===== src/rtl/seq_pkg.sv =====
`default_nettype none
//==============================================================
// Module : seq_pkg
// Brief  : state encoding, widths and defaults for core_sequencer
// Rev    : 1.0
//==============================================================
package seq_pkg;

   localparam int ADDR_W = 8;
   localparam int DATA_W = 8;
   localparam int CNT_W  = 16;

   localparam int DEF_HOLD_CYCLES = 4;
   localparam int DEF_TIMEOUT     = 4096;
   localparam int DEF_DUMP_BASE   = 0;
   localparam int DEF_DUMP_LEN    = 16;

   typedef enum logic [2:0] {
      ST_IDLE  = 3'd0,
      ST_HOLD  = 3'd1,
      ST_RUN   = 3'd2,
      ST_FETCH = 3'd3,
      ST_SEND  = 3'd4,
      ST_DONE  = 3'd5,
      ST_FAULT = 3'd6
   } seq_state_t;

endpackage
`default_nettype wire


===== src/rtl/sat_counter.sv =====
`default_nettype none
//==============================================================
// Module : sat_counter
// Brief  : up-counter with clear and enable, sticks at all-ones
// Rev    : 1.0
//==============================================================
module sat_counter #(
   parameter int WIDTH = 16
) (
   input  logic             clk,
   input  logic             reset,
   input  logic             clr,
   input  logic             en,
   output logic [WIDTH-1:0] count
);

   always_ff @(posedge clk) begin
      if (reset || clr) begin
         count <= '0;
      end else if (en && (count != {WIDTH{1'b1}})) begin
         count <= count + WIDTH'(1);
      end
   end

endmodule
`default_nettype wire


===== src/rtl/core_sequencer.sv =====
`default_nettype none
//==============================================================
// Module : core_sequencer
// Brief  : resets and runs a CPU core, then dumps data memory beats
// Rev    : 1.0
//==============================================================
module core_sequencer
   import seq_pkg::*;
#(
   parameter int HOLD_CYCLES = DEF_HOLD_CYCLES,
   parameter int TIMEOUT     = DEF_TIMEOUT,
   parameter int DUMP_BASE   = DEF_DUMP_BASE,
   parameter int DUMP_LEN    = DEF_DUMP_LEN
) (
   input  logic              clk,
   input  logic              reset,
   input  logic              start,
   output logic              core_reset,
   output logic              core_req,
   input  logic              core_done,
   output logic [ADDR_W-1:0] mem_rd_addr,
   input  logic [DATA_W-1:0] mem_rd_data,
   output logic              out_valid,
   input  logic              out_ready,
   output logic [ADDR_W-1:0] out_addr,
   output logic [DATA_W-1:0] out_data,
   output logic              busy,
   output logic              timeout,
   output logic [CNT_W-1:0]  run_cycles
);

   seq_state_t        r_state;
   seq_state_t        w_next;
   logic [CNT_W-1:0]  w_hold_cnt;
   logic [ADDR_W-1:0] r_index;
   logic [ADDR_W-1:0] r_out_addr;
   logic [DATA_W-1:0] r_out_data;
   logic              r_timeout;
   logic              w_launch;
   logic              w_hold_en;
   logic              w_run_en;
   logic              w_last_hold;
   logic              w_run_limit;
   logic              w_beat;
   logic              w_last_beat;

   assign w_launch    = start && ((r_state == ST_IDLE) || (r_state == ST_DONE) || (r_state == ST_FAULT));
   assign w_hold_en   = (r_state == ST_HOLD);
   // The cycle core_done is seen is not counted as a run cycle.
   assign w_run_en    = (r_state == ST_RUN) && !core_done;
   assign w_last_hold = (w_hold_cnt == CNT_W'(HOLD_CYCLES - 1));
   assign w_run_limit = (run_cycles == CNT_W'(TIMEOUT - 1));
   assign w_beat      = (r_state == ST_SEND) && out_ready;
   assign w_last_beat = (r_index == ADDR_W'(DUMP_LEN - 1));
   assign mem_rd_addr = ADDR_W'(DUMP_BASE) + r_index;

   sat_counter #(.WIDTH(CNT_W)) u_hold_cnt (
      .clk   (clk),
      .reset (reset),
      .clr   (w_launch),
      .en    (w_hold_en),
      .count (w_hold_cnt)
   );

   sat_counter #(.WIDTH(CNT_W)) u_run_cnt (
      .clk   (clk),
      .reset (reset),
      .clr   (w_launch),
      .en    (w_run_en),
      .count (run_cycles)
   );

   always_ff @(posedge clk) begin
      if (reset) begin
         r_state <= ST_IDLE;
      end else begin
         r_state <= w_next;
      end
   end

   always_comb begin
      w_next = r_state;
      case (r_state)
         ST_IDLE, ST_DONE, ST_FAULT: if (start) w_next = ST_HOLD;
         ST_HOLD:  if (w_last_hold) w_next = ST_RUN;
         // Done has priority over the timeout on the same cycle.
         ST_RUN: begin
            if (core_done) begin
               w_next = ST_FETCH;
            end else if (w_run_limit) begin
               w_next = ST_FAULT;
            end
         end
         ST_FETCH: w_next = ST_SEND;
         ST_SEND:  if (out_ready) w_next = w_last_beat ? ST_DONE : ST_FETCH;
         default:  w_next = ST_IDLE;
      endcase
   end

   always_ff @(posedge clk) begin
      if (reset) begin
         r_timeout  <= 1'b0;
         r_index    <= '0;
         r_out_addr <= '0;
         r_out_data <= '0;
      end else begin
         if (w_launch) begin
            r_timeout <= 1'b0;
            r_index   <= '0;
         end else begin
            if (w_run_en && w_run_limit) r_timeout <= 1'b1;
            if (w_beat) r_index <= r_index + ADDR_W'(1);
         end
         if (r_state == ST_FETCH) begin
            r_out_addr <= mem_rd_addr;
            r_out_data <= mem_rd_data;
         end
      end
   end

   // Outputs depend on state only, so out_ready never reaches out_valid combinationally.
   always_comb begin
      core_reset = 1'b0;
      core_req   = 1'b0;
      out_valid  = 1'b0;
      busy       = 1'b0;
      case (r_state)
         ST_IDLE:  core_reset = 1'b1;
         ST_HOLD:  begin core_reset = 1'b1; busy = 1'b1; end
         ST_RUN:   begin core_req = 1'b1; busy = 1'b1; end
         ST_FETCH: busy = 1'b1;
         ST_SEND:  begin out_valid = 1'b1; busy = 1'b1; end
         ST_FAULT: core_reset = 1'b1;
         default:  ;
      endcase
   end

   assign timeout  = r_timeout;
   assign out_addr = r_out_addr;
   assign out_data = r_out_data;

endmodule
`default_nettype wire


===== config.mk =====
export PLATFORM = sky130hd
export DESIGN_NAME = core_sequencer
export DESIGN_NICKNAME = d
export VERILOG_FILES = /design/src/rtl/seq_pkg.sv /design/src/rtl/sat_counter.sv /design/src/rtl/core_sequencer.sv
export SDC_FILE = /design/constraint.sdc
export NUM_CORES = 1
export LEC_CHECK = 0
export CORE_ASPECT_RATIO = 0.6
export CORE_MARGIN = 2
export CORE_UTILIZATION = 38
export CTS_CLUSTER_DIAMETER = 80
export CTS_CLUSTER_SIZE = 16
export DETAILED_ROUTE_END_ITERATION = 7
export PLACE_DENSITY = 0.69
export SYNTH_ARGS = -nofsm -noshare
export SYNTH_HDL_FRONTEND = slang
export SYNTH_HIERARCHICAL = 1
export SYNTH_SLANG_ARGS = --single-unit

===== constraint.sdc =====
create_clock -name clk -period 2.75 [get_ports clk]
set_clock_uncertainty 0.15 [all_clocks]
set_input_delay 0.55 -clock clk [delete_from_list [all_inputs] [get_ports clk]]
set_output_delay 0.55 -clock clk [all_outputs]
set_load 0.01 [all_outputs]

# Word-level counts from Yosys, hierarchy flattened
# Cells that the tools add are included.
[classes] add_sub_neg=3 eq_ne=15 muxes=11 reduce_logical=16
[ops] cell="16-bit by 1-bit adder with 16-bit output, second input constant" n=2
[ops] cell="16-bit inequality test, second input constant" n=2
[ops] cell="3-bit 2-to-1 mux" n=6
[ops] cell="16-bit by 12-bit equality test with 1-bit output, second input constant" n=1
[ops] cell="16-bit by 2-bit equality test with 1-bit output, second input constant" n=1
[ops] cell="3-bit case mux with 5 select lines" n=1
[ops] cell="3-bit equality test, second input constant" n=3
[ops] cell="8-bit by 1-bit adder with 8-bit output, second input constant" n=1
[ops] cell="8-bit by 4-bit equality test with 1-bit output, second input constant" n=1
[ops] cell="3-bit by 2-bit equality test with 1-bit output, second input constant" n=2
[ops] cell="1-bit logical AND" n=6
[ops] cell="2-bit inequality test, second input constant" n=3
[ops] cell="3-bit OR reduction" n=2
[ops] cell="1-bit 2-to-1 mux" n=4
[ops] cell="4-bit AND reduction" n=1
[ops] cell="4-bit OR reduction" n=1
[ops] cell="3-bit by 1-bit equality test with 1-bit output, second input constant" n=1
[ops] cell="3-bit zero test" n=1
[ops] cell="1-bit logical OR" n=3
[ops] cell="3-bit inequality test, second input constant" n=1
[ops] cell="2-bit OR reduction" n=1
[ops] cell="1-bit zero test" n=1
[totals] regBits=60 elab_cells=52

# Logic depth before layout (Yosys ltp)
[depth] word_depth=5 depth_mapped=7 depth_no_buf=7

# Cells and area by module
# Netlist, hierarchy kept.
[by_module_without_submodules] mod="sat_counter" instances=2 cells_per_inst=95 area_each_um2=847.1 seq_area_each_um2=320.3
[by_module_without_submodules] mod="core_sequencer" instances=1 cells_per_inst=165 area_each_um2=1337.5 seq_area_each_um2=560.5

# Worst setup path before layout
# Ideal clock, no wire load.
[synth_path] path_type="input -> register" start="input port core_done" end="register u_run_cnt.count[14]" setup_time_ns=0.070 t_arrival_ns=2.062 required_time_ns=2.530 slack_ns=0.467 path_stages=5 cell_sequence="nor4b_2 -> nand4_1 -> a41o_1 -> or3_1 -> a21oi_1"
[synth_via] elab_chain_cells=3
[synth_lines] item="start, declared" line="core_sequencer.sv:20" rtl="input logic core_done,"
[synth_lines] item="1-bit zero test" line="core_sequencer.sv:50" rtl="assign w_run_en = (r_state == ST_RUN) && !core_done;"
[synth_lines] item="1-bit logical AND" line="core_sequencer.sv:50"
[synth_lines] item="1-bit logical AND" line="sat_counter.sv:20" rtl="end else if (en && (count != {WIDTH{1'b1}})) begin"
[synth_lines] item="end signal, assigned" line="sat_counter.sv:21" rtl="count <= count + WIDTH'(1);"
[synth_lines] item="end, declared" line="sat_counter.sv:14" rtl="output logic [WIDTH-1:0] count"
# No other way between the ends.
# A chain may end at the register's enable or synchronous reset.

# Worst setup path after layout
[layout_path] start="register r_state[2]" end="output port out_valid"
[layout_via] elab_chain_cells=2
[layout_lines] item="start, declared" line="core_sequencer.sv:32" rtl="seq_state_t r_state;"
[layout_lines] item="start signal, assigned" line="core_sequencer.sv:77" rtl="r_state <= w_next;"
[layout_lines] item="3-bit equality test" line="core_sequencer.sv:127" rtl="case (r_state)"
[layout_lines] item="1-bit 2-to-1 mux" line="core_sequencer.sv:127"
[layout_lines] item="end, declared" line="core_sequencer.sv:23" rtl="output logic out_valid,"
# No other way between the ends.

==> results.md <==
* Max-slew violations at 0
* Post-route ant nets at 0
* Fraction of the mapped netlist area in compound gates at 18.7%
* I/O pins at 58
* Vias in the first global route at 2,724
* Initial Utilization at 38.8%
* Placer congestion estimate at 0.899
* Netlist Area Pre-Place at 0.00303 mm2
* TritonCTS clock tree: built
* Pwr Density at 681 mW/mm2
* Core Box Area at 0.00782 mm2
* First-pass GRT wire length at 13.2 mm
* Dpl hpwl at 5.66 mm
* DRT Pass-1 Iters at 5
* Synth top area cells: dfxtp_1 (40%), a21oi_1 (6.6%), nand2_1 (5.8%)
* CP max FO at 9
* Pin count of the biggest net entering global routing at 18
* CTS clk-pin slew, worst paths at 50 ps
* Largest family of logic cells by synthesized area: simple AND/OR/NAND/NOR gates
* Crit path kind: reg -> out
* Root Driver: clkbuf_16
* Ys Warns at 6
* Total CTS buffers at 9
* Multi-input gate area in the final layout at 0.00175 mm2
* GRT Total Usage at 19.2%
* TNS Setup at 0 ps
* Post-route DRC at 0
* Simple-gate portion of the synthesized area at 33.6%
* Diode count at 0
* Critical Path Source Type: register
* Status: complete, no violations
* Netlist cell types at 51
* Nets at 433
* Worst-Margin Slew at 644 ps
* XOR/XNOR Fraction of Synth Area at 3.47%
* Layout cells sized above 1 at 11.4%
* Area delta synth->final at 33.8%
* Clk sink count at 60
* Mux contribution to synthesized area at 0.660%
* Fin util at 51.9%
* Hold_buf cts at 0
* Crit path required time at 2050 ps
* Vias per std cell at 5.55
* Hold Vio Cnt, Final at 0
* Area share of fa/ha/maj cells after synthesis at 1.24%
* Die span in x at 119 um
* Standard-cell rows at 25
* Via Count at 2,943
* Post-CTS sizing at 0
* Sequential standard cell area at 0.00120 mm2
* IO buf count at 57
* Max-Cap Viols at 0
* Postcts setup bufs at 0
* Setup violators final at 0
* Relative slew slack at 56.7%
* Fmax at 0.379 GHz
* Synth Instances at 355
* Endpoint class of the critical path: primary output
* Avg Inst Size Synth at 8.54 um2
* Hold_ws at 304 ps
* Die Footprint at 0.00873 mm2
* Synth top area share at 39.6%
* Final Power at 0.00276 W
* Clk buf depth at 2
* DRT Wirelength at 7.97 mm
* Die H at 73.2 um
* Seq/Total Area, Yosys at 39.6%
* Total grt overflow at 0
* Fin cells at 530
* Async set or reset register ratio after synthesis at 0%
* DR WL/cell at 15.0 um
* Mapped Nets at 371
* Area leader, netlist: dfxtp_1
* Unrepaired setup endpoints after global routing: false
* Leakage at 1.44 nW
* Number of H-tree levels at 3
* Worst hold path type: reg -> reg
* Most frequent cells after synthesis: dfxtp_1 (60), nand2_1 (47), a21oi_1 (40)
* Critical Path AT at 1940 ps
* Tcrit/Tclk final at 96.0%
* Initial antenna violation count at 0
* Number of placed cells counting well taps at 514
* 1st-iter DRT viols at 231
* Number of synthesized flops with an enable pin at 0
* Yosys reg bits at 60
* Clk Latency, worst-skew pair at 330 ps
* Fill count at 713
* Most numerous cell in the Yosys netlist: dfxtp_1
* Min Clock Period, post-route at 2640 ps
* Synth Flop Type: dfxtp_1
* Worst vdd ir at 0.000402 V
==> metal layers <==
layer / global-route usage (%) / up-vias / part of all wire, %
met3: 9.30 / 9 / 9.3
met1: 24.9 / 1377 / 48
met2: 28.9 / 107 / 42
li1: - / 1450 / -
met4: 4.31 / 0 / 0.61
met5: 0 / - / 0
==> final cells by class <==
| class | count | share of cell area (%) |
|---|---|---|
| multi-input cells | 276 | 43.1 |
| flip-flops and latches | 60 | 29.6 |
| repair buffers | 66 | 15.7 |
| clock buffers | 11 | 5.98 |
| well taps | 108 | 3.33 |
| clock inverters | 5 | 1.85 |
| inverters | 4 | 0.370 |
==> through the flow <==
stage / setup slack, ps / instance area, um2
after global routing: 38.9 / 4060
after global placement: 281 / 3740
after detailed placement: 256 / 3740
final: 110 / 4060
after CTS: 131 / 4060
after floorplan: 467 / 3030
==> worst max-delay path, stage by stage (launching register included) <==
cell and delay (ps):
dfxtp_1 490, inv_2 140, nor3_1 340, clkdlybuf4s50_1 640
==> cell families (layout without fill, tap and decap cells) <==
kind of cell,count (synthesis),in the layout
simple gates,170,170
compound gates,89,89
flops,60,60
buf+inv,19,86
xor+xnor,12,12
fa+ha+maj,3,3
mux,2,2
==> report_power, final <==
group | internal (W) | total (W) | switching (W)
registers | 0.000908 | 0.000970 | 0.0000628
logic | 0.000268 | 0.000597 | 0.000329
clock network | 0.000812 | 0.00120 | 0.000384
==> cells in the final DEF, fill, tap and decap left out, types with 2 or more instances in the layout <==
master           synthesis  layout
a211oi_1                 4       4
a21oi_1                 40      40
a31oi_1                  8       8
a41o_1                   8       8
and2_1                   7       7
and3_1                   2       2
and3_4                   2       2
and4_1                   9       9
buf_4                    0       9
bufinv_16                0       2
clkbuf_16                0       9
clkdlybuf4s50_1          0      57
clkinv_2                 0       3
dfxtp_1                 60      60
ha_1                     3       3
inv_1                    3       3
mux2i_1                  2       2
nand2_1                 47      47
nand3_1                 14      14
nand4_1                 13      13
nand4_2                  2       2
nand4_4                  2       2
nor2_1                  24      24
nor2b_1                  4       4
nor3_1                   3       3
nor4_1                   4       4
nor4_2                   2       2
nor4bb_1                 2       2
o211a_1                  2       2
o21ai_0                 14      14
o31ai_1                  6       6
o41ai_2                  2       2
or2_2                    4       4
or3_1                   11      11
or4_1                    7       7
or4_4                    2       2
xnor2_1                  5       5
xor2_1                   7       7
==> registers in the layout, indices dropped and copies added, names as in the netlist <==
name,count
timeout,1
u_hold_cnt/count,16
r_state,3
u_run_cnt/count,16
out_addr,8
out_data,8
r_index,8
==> final timing paths <==
kind,from,endpoint,slack [ps],depth (start not counted)
hold / removal,out_addr[1],out_addr[1],300,2
setup reg to reg,r_state[0],u_hold_cnt/count[10],450,6
hold reg to reg,out_addr[1],out_addr[1],300,2
setup / recovery,r_state[2],out_valid,110,3
Note: power is estimated with default switching activity, not from simulation.
==> edit 1: new RTL, config.mk and constraints unchanged <==
The 7 states of `seq_state_t` get a one-hot encoding in 7 bits.
--- a/src/rtl/seq_pkg.sv
+++ b/src/rtl/seq_pkg.sv
@@ -17,10 +17,10 @@
 
-   typedef enum logic [2:0] {
-      ST_IDLE  = 3'd0,
-      ST_HOLD  = 3'd1,
-      ST_RUN   = 3'd2,
-      ST_FETCH = 3'd3,
-      ST_SEND  = 3'd4,
-      ST_DONE  = 3'd5,
-      ST_FAULT = 3'd6
+   typedef enum logic [6:0] {
+      ST_IDLE  = 7'b0000001,
+      ST_HOLD  = 7'b0000010,
+      ST_RUN   = 7'b0000100,
+      ST_FETCH = 7'b0001000,
+      ST_SEND  = 7'b0010000,
+      ST_DONE  = 7'b0100000,
+      ST_FAULT = 7'b1000000
    } seq_state_t;
Behaviour: same outputs for any inputs over 10 cycles, from zero or initial values and one cycle with reset high; not proved beyond that.
==> edit 1 against the unedited design <==
  * Routed wire length is 6.9% higher
  * Final area is 6.5% higher
  * Synthesized area is 6.2% higher
  * Sequential cell count is 4 higher
  * Highest routed layer unchanged
  * Non-clock buffer count is 8 higher
  * Count of clock-buffer cells in the layout is 2 higher
  * Worst hold slack better by 0.019 ns
  * Setup slack worse by 0.034 ns
Power is not compared: it rests on default switching activity, and its combinational part moved more than twofold at a synthesized area within 25%.
==> edit 1: results (changes against the unedited design) <==
outcome: "finished, final reports clean"
crit_family: "simple AND/OR/NAND/NOR gates"
n_antenna_cell: 0  # unchanged
htree_levels: 3  # unchanged
drive_above_1_share_pct: 13.2  # +1.8 points
async_flop_share_pct: 0  # unchanged
stdcell_count: 540  # +1.9%
routed_via_density: 5.66  # +2.0%
path_clk_slew_ns: 0.05  # about the same
grtUsageTotal_pct: 19.3  # +0.10 points
ir_worst_vdd_mv: 0.266
cts_root_buf: "clkbuf_16"
netlist_top_cells_count: "dfxtp_1, nor2_1, a21oi_1, nand2_1, nand4_1"
cp_data_arrival_time_ns: 1.97  # +0.03 ns
grt_max_degree: 18  # unchanged
dr.first_iter.drc_count: 307  # +33%
first_global_vias: 2714  # -0.37%
r2r_slack_ns: 0.09  # -0.36 ns
setup_ws_ns: 0.0754  # -0.0344 ns
gp_congestion: 0.905  # +0.69%
timing.hold.ws_ns: 0.323  # +0.0189 ns
slowest_delay_ns: 0.58  # -0.06 ns
ys_seq_area_share_pct: 39.8  # +0.18 points
cts_buffer_depth: 2  # unchanged
yosys.cell_types.count: 51  # unchanged
multiInputGateArea_sq_um: 1880  # +7.6%
grt.met3_usage_pct: 6.66  # -2.6 points
crit_slowest_cell: "or4_4"
syn-num-nets: 373  # +0.54%
top_regs: "u_hold_cnt/count: 16 flops, u_run_cnt/count: 16 flops"
grt_util_met1_pct: 27.4  # +2.5 points
cts_buffers: 9  # unchanged
p_leak_nw: 1.54
netlist_instances: 357  # +0.56%
place_worst_setup_slack_ns: 0.0813  # -0.174 ns
hpwlAfterDp_mm: 6.09  # +7.5%
use_met2_pct: 26.6  # -2.3 points
fillers: 720  # +0.98%
dp_cells: 522  # +1.6%
critPathMaxFanout: 6  # -3
fin_nets: 443  # +2.3%
port_buffers: 57  # unchanged
antenna_found_initial: 0  # unchanged
wl_per_cell_microns: 15.8  # +5.0%
grt_pass1_wl_mm: 13.6  # +3.0%
placed_area_sq_um: 3970  # +6.3%
insertion_delay_ns: 0.33  # about the same
synthTopCellsByArea: "dfxtp_1, mux2i_1, nor2_1, a21oi_1, nand4_1"
yosysWarnings: 6  # unchanged
drt-pass1-iter-count: 5  # unchanged
worstMarginPinSlew_ns: 0.631  # -0.0126 ns
hold_class: "register to register"
==> edit 1: power breakdown <==
group / internal [W] / total, W / switching, W
clock network: 0.000748 / 0.00115 / 0.000402
registers: 0.000934 / 0.000941 / 0.00000640
logic: 0.0000703 / 0.000166 / 0.0000954
==> edit 1: worst min-delay path: stages, from the launching register on <==
cell	delay [ns]
dfxtp_1	0.31
inv_1	0.06
a21oi_1	0.06
==> edit 1: repair_timing <==
item | in CTS | in global routing
resized for setup | 7 | 1
gates cloned | 0 | 0
endpoints found under the setup margin | 3 | 3
buffers inserted | 1 | 1
pin swaps | 1 | 2
==> edit 1: cell families after synthesis <==
| kind of cell | after synthesis | share of synthesized area [%] |
|---|---|---|
| simple gates | 164 | 31.5 |
| compound gates | 75 | 16.0 |
| flops | 64 | 39.8 |
| buf+inv | 22 | 2.99 |
| mux | 16 | 4.97 |
| xor+xnor | 13 | 3.54 |
| fa+ha+maj | 3 | 1.17 |
==> edit 1: layout make-up <==
cell class              count  share of cell area [%]
clock buffers              13                    6.02
clock inverters             3                   0.926
inverters                   7                   0.608
multi-input cells         271                    43.6
flip-flops and latches     64                    29.6
well taps                 108                    3.13
repair buffers             74                    16.1
==> edit 1: worst paths after layout <==
path,from,to,depth (start not counted)
max,r_state[1]$_SDFFE_PP0P_,busy,5
min,timeout$_SDFFE_PP0P_,timeout$_SDFFE_PP0P_,2
max reg2reg,r_state[1]$_SDFFE_PP0P_,u_run_cnt/count[15]$_SDFFE_PP0P_,7
min reg2reg,timeout$_SDFFE_PP0P_,timeout$_SDFFE_PP0P_,2
==> edit 1: routing by layer <==
layer,wire length [microns],vias to the layer above
met1,4410,1455
met5,0,-
li1,-,1500
met4,82,0
met2,3530,94
met3,500,9
==> edit 2: new RTL, same flow settings <==
Without the edit above. `ADDR_W`: 8 -> 10.
--- a/src/rtl/seq_pkg.sv
+++ b/src/rtl/seq_pkg.sv
@@ -8,3 +8,3 @@
 
-   localparam int ADDR_W = 8;
+   localparam int ADDR_W = 10;
    localparam int DATA_W = 8;
Interface: changed (resized mem_rd_addr and out_addr); port bits go from 58 to 62. No check against the original RTL was run, so the function may have changed too.
==> edit 2 against the unedited design <==
  * Total power shrank 7.6%
  * First-iteration DRC count grew 45%
  * Combinational power shrank 21%
  * Routed wire length increased by 5.8%
  * Sequential cell count grew 4
  * Final area up 3.8%
  * Setup slack improved by 0.077 ns
  * Synthesized area up 4.7%
  * Register-to-register slack worse by 0.04 ns
  * Synthesized cell count grew 6.2%
  * Critical endpoint is now core_reset
==> edit 2: results (changes against the unedited design) <==
hold_start: "out_addr[2]$_SDFFE_PP0P_"
hpwlAfterDp_mm: 6.17  # +8.9%
r2r_start: "r_state[1]$_SDFFE_PP0P_"
cts_buffer_depth: 2  # unchanged
hold_class: "register to register"
dr.first_iter.drc_count: 336  # +45%
yosys.cell_types.count: 50  # -2.0%
hold_end: "out_addr[2]$_SDFFE_PP0P_"
slowest_delay_ns: 0.57  # -0.07 ns
drive_above_1_share_pct: 10.2  # -1.1 points
outcome: "finished, final reports clean"
rr_endpoint: "u_run_cnt/count[7]$_SDFFE_PP0P_"
grtUsageTotal_pct: 19.1  # -0.048 points
fin_nets: 460  # +6.2%
grt_max_degree: 20  # +2
gp_congestion: 0.880  # -2.2%
port_buffers: 61  # +7.0%
place_worst_setup_slack_ns: 0.216  # -0.0397 ns
routed_via_density: 5.50  # -1.0%
p_leak_nw: 1.51  # +5.4%
ir_worst_vdd_mv: 0.368  # -8.4%
syn-num-nets: 393  # +5.9%
netlist_top_cells_count: "dfxtp_1, nand2_1, a21oi_1, nor2_1, nand3_1"
critPathMaxFanout: 12  # +3
first_global_vias: 2723  # -0.037%
synthTopCellsByArea: "dfxtp_1, nand2_1, a21oi_1, nor2_1, xor2_1"
antenna_found_initial: 0  # unchanged
htree_levels: 3  # unchanged
post-cts-setup-buffers: 0  # unchanged
r2r_slack_ns: 0.41  # -0.04 ns
wl_per_cell_microns: 15.1  # +0.69%
timing.hold.ws_ns: 0.301  # -0.00268 ns
grt_pass1_wl_mm: 13.3  # +0.84%
cp_data_arrival_time_ns: 1.86  # -0.08 ns
ys_seq_area_share_pct: 40.4  # +0.74 points
worstMarginPinSlew_ns: 0.650  # +0.00698 ns
edit 2: cell count changes after synthesis, moves of 4 or more:
cell	change
nand2_1	+12
buf_2	-4
nor2_1	+6
dfxtp_1	+4
edit 2: area by class of cell:
type	instances	area, sq um
fillers	750	3760
multi-input cells	291	1800
flip-flops and latches	64	1280
repair buffers	72	693
clock buffers	11	253
well taps	108	135
clock inverters	5	31.3
inverters	6	22.5
edit 2: power by group:
part	total [W]	internal, W	switching, W	leakage (nW)
sequential	0.00102	0.000962	0.0000594	0.516
clock	0.00106	0.000654	0.000406	0.141
combinational	0.000471	0.000219	0.000252	0.856
total	0.00255	0.00184	0.000717	1.51
edit 2: logic make-up after synthesis:
| family | after synthesis | share of synthesized area, % |
|---|---|---|
| AOI/OAI and AO/OA | 85 | 17.1 |
| xor gates and xnor gates | 16 | 4.41 |
| muxes | 4 | 1.42 |
| adders and majority gates | 3 | 1.18 |
| and+or+nand+nor | 183 | 32.4 |
| buffers and inverters | 22 | 3.07 |
| DFF | 64 | 40.4 |
edit 2: worst min-delay path, delay by kind of cell (launching register included):
family / cells / cell delay, ns
AOI/OAI and AO/OA: 1 / 0.05
DFF: 1 / 0.30
and+or+nand+nor: 1 / 0.05
edit 2: metrics by stage:
stage | util [%] | cells | cell area (sq um)
floorplan | - | 377 | 3170
global placement | 49.2 | 541 | 3930
detailed placement | 49.2 | 541 | 3930
CTS | 52.8 | 557 | 4210
global route | 52.8 | 557 | 4210
finish | 52.8 | 557 | 4210
edit 2: metal layers:
metal / up-vias / GRT usage [%] / part of all wire [%]
li1: 1522 / - / -
met1: 1424 / 27.2 / 50
met2: 107 / 26.1 / 40
met3: 9 / 7.65 / 8.9
met4: 0 / 6.51 / 1.3
met5: - / 0 / 0
edit 2: worst max-delay path by stage:
stage	end	depth (start not counted)	slack [ns]	start
floorplan	u_hold_cnt/count[14]$_SDFFE_PP0P_	7	0.52	r_state[0]$_SDFFE_PP0P_
global placement	u_run_cnt/count[14]$_SDFFE_PP0P_	8	0.29	core_done
detailed placement	u_run_cnt/count[6]$_SDFFE_PP0P_	8	0.22	core_done
CTS	core_reset	4	0.17	r_state[1]$_SDFFE_PP0P_
global route	core_reset	4	0.04	r_state[1]$_SDFFE_PP0P_
finish	core_reset	4	0.19	r_state[1]$_SDFFE_PP0P_
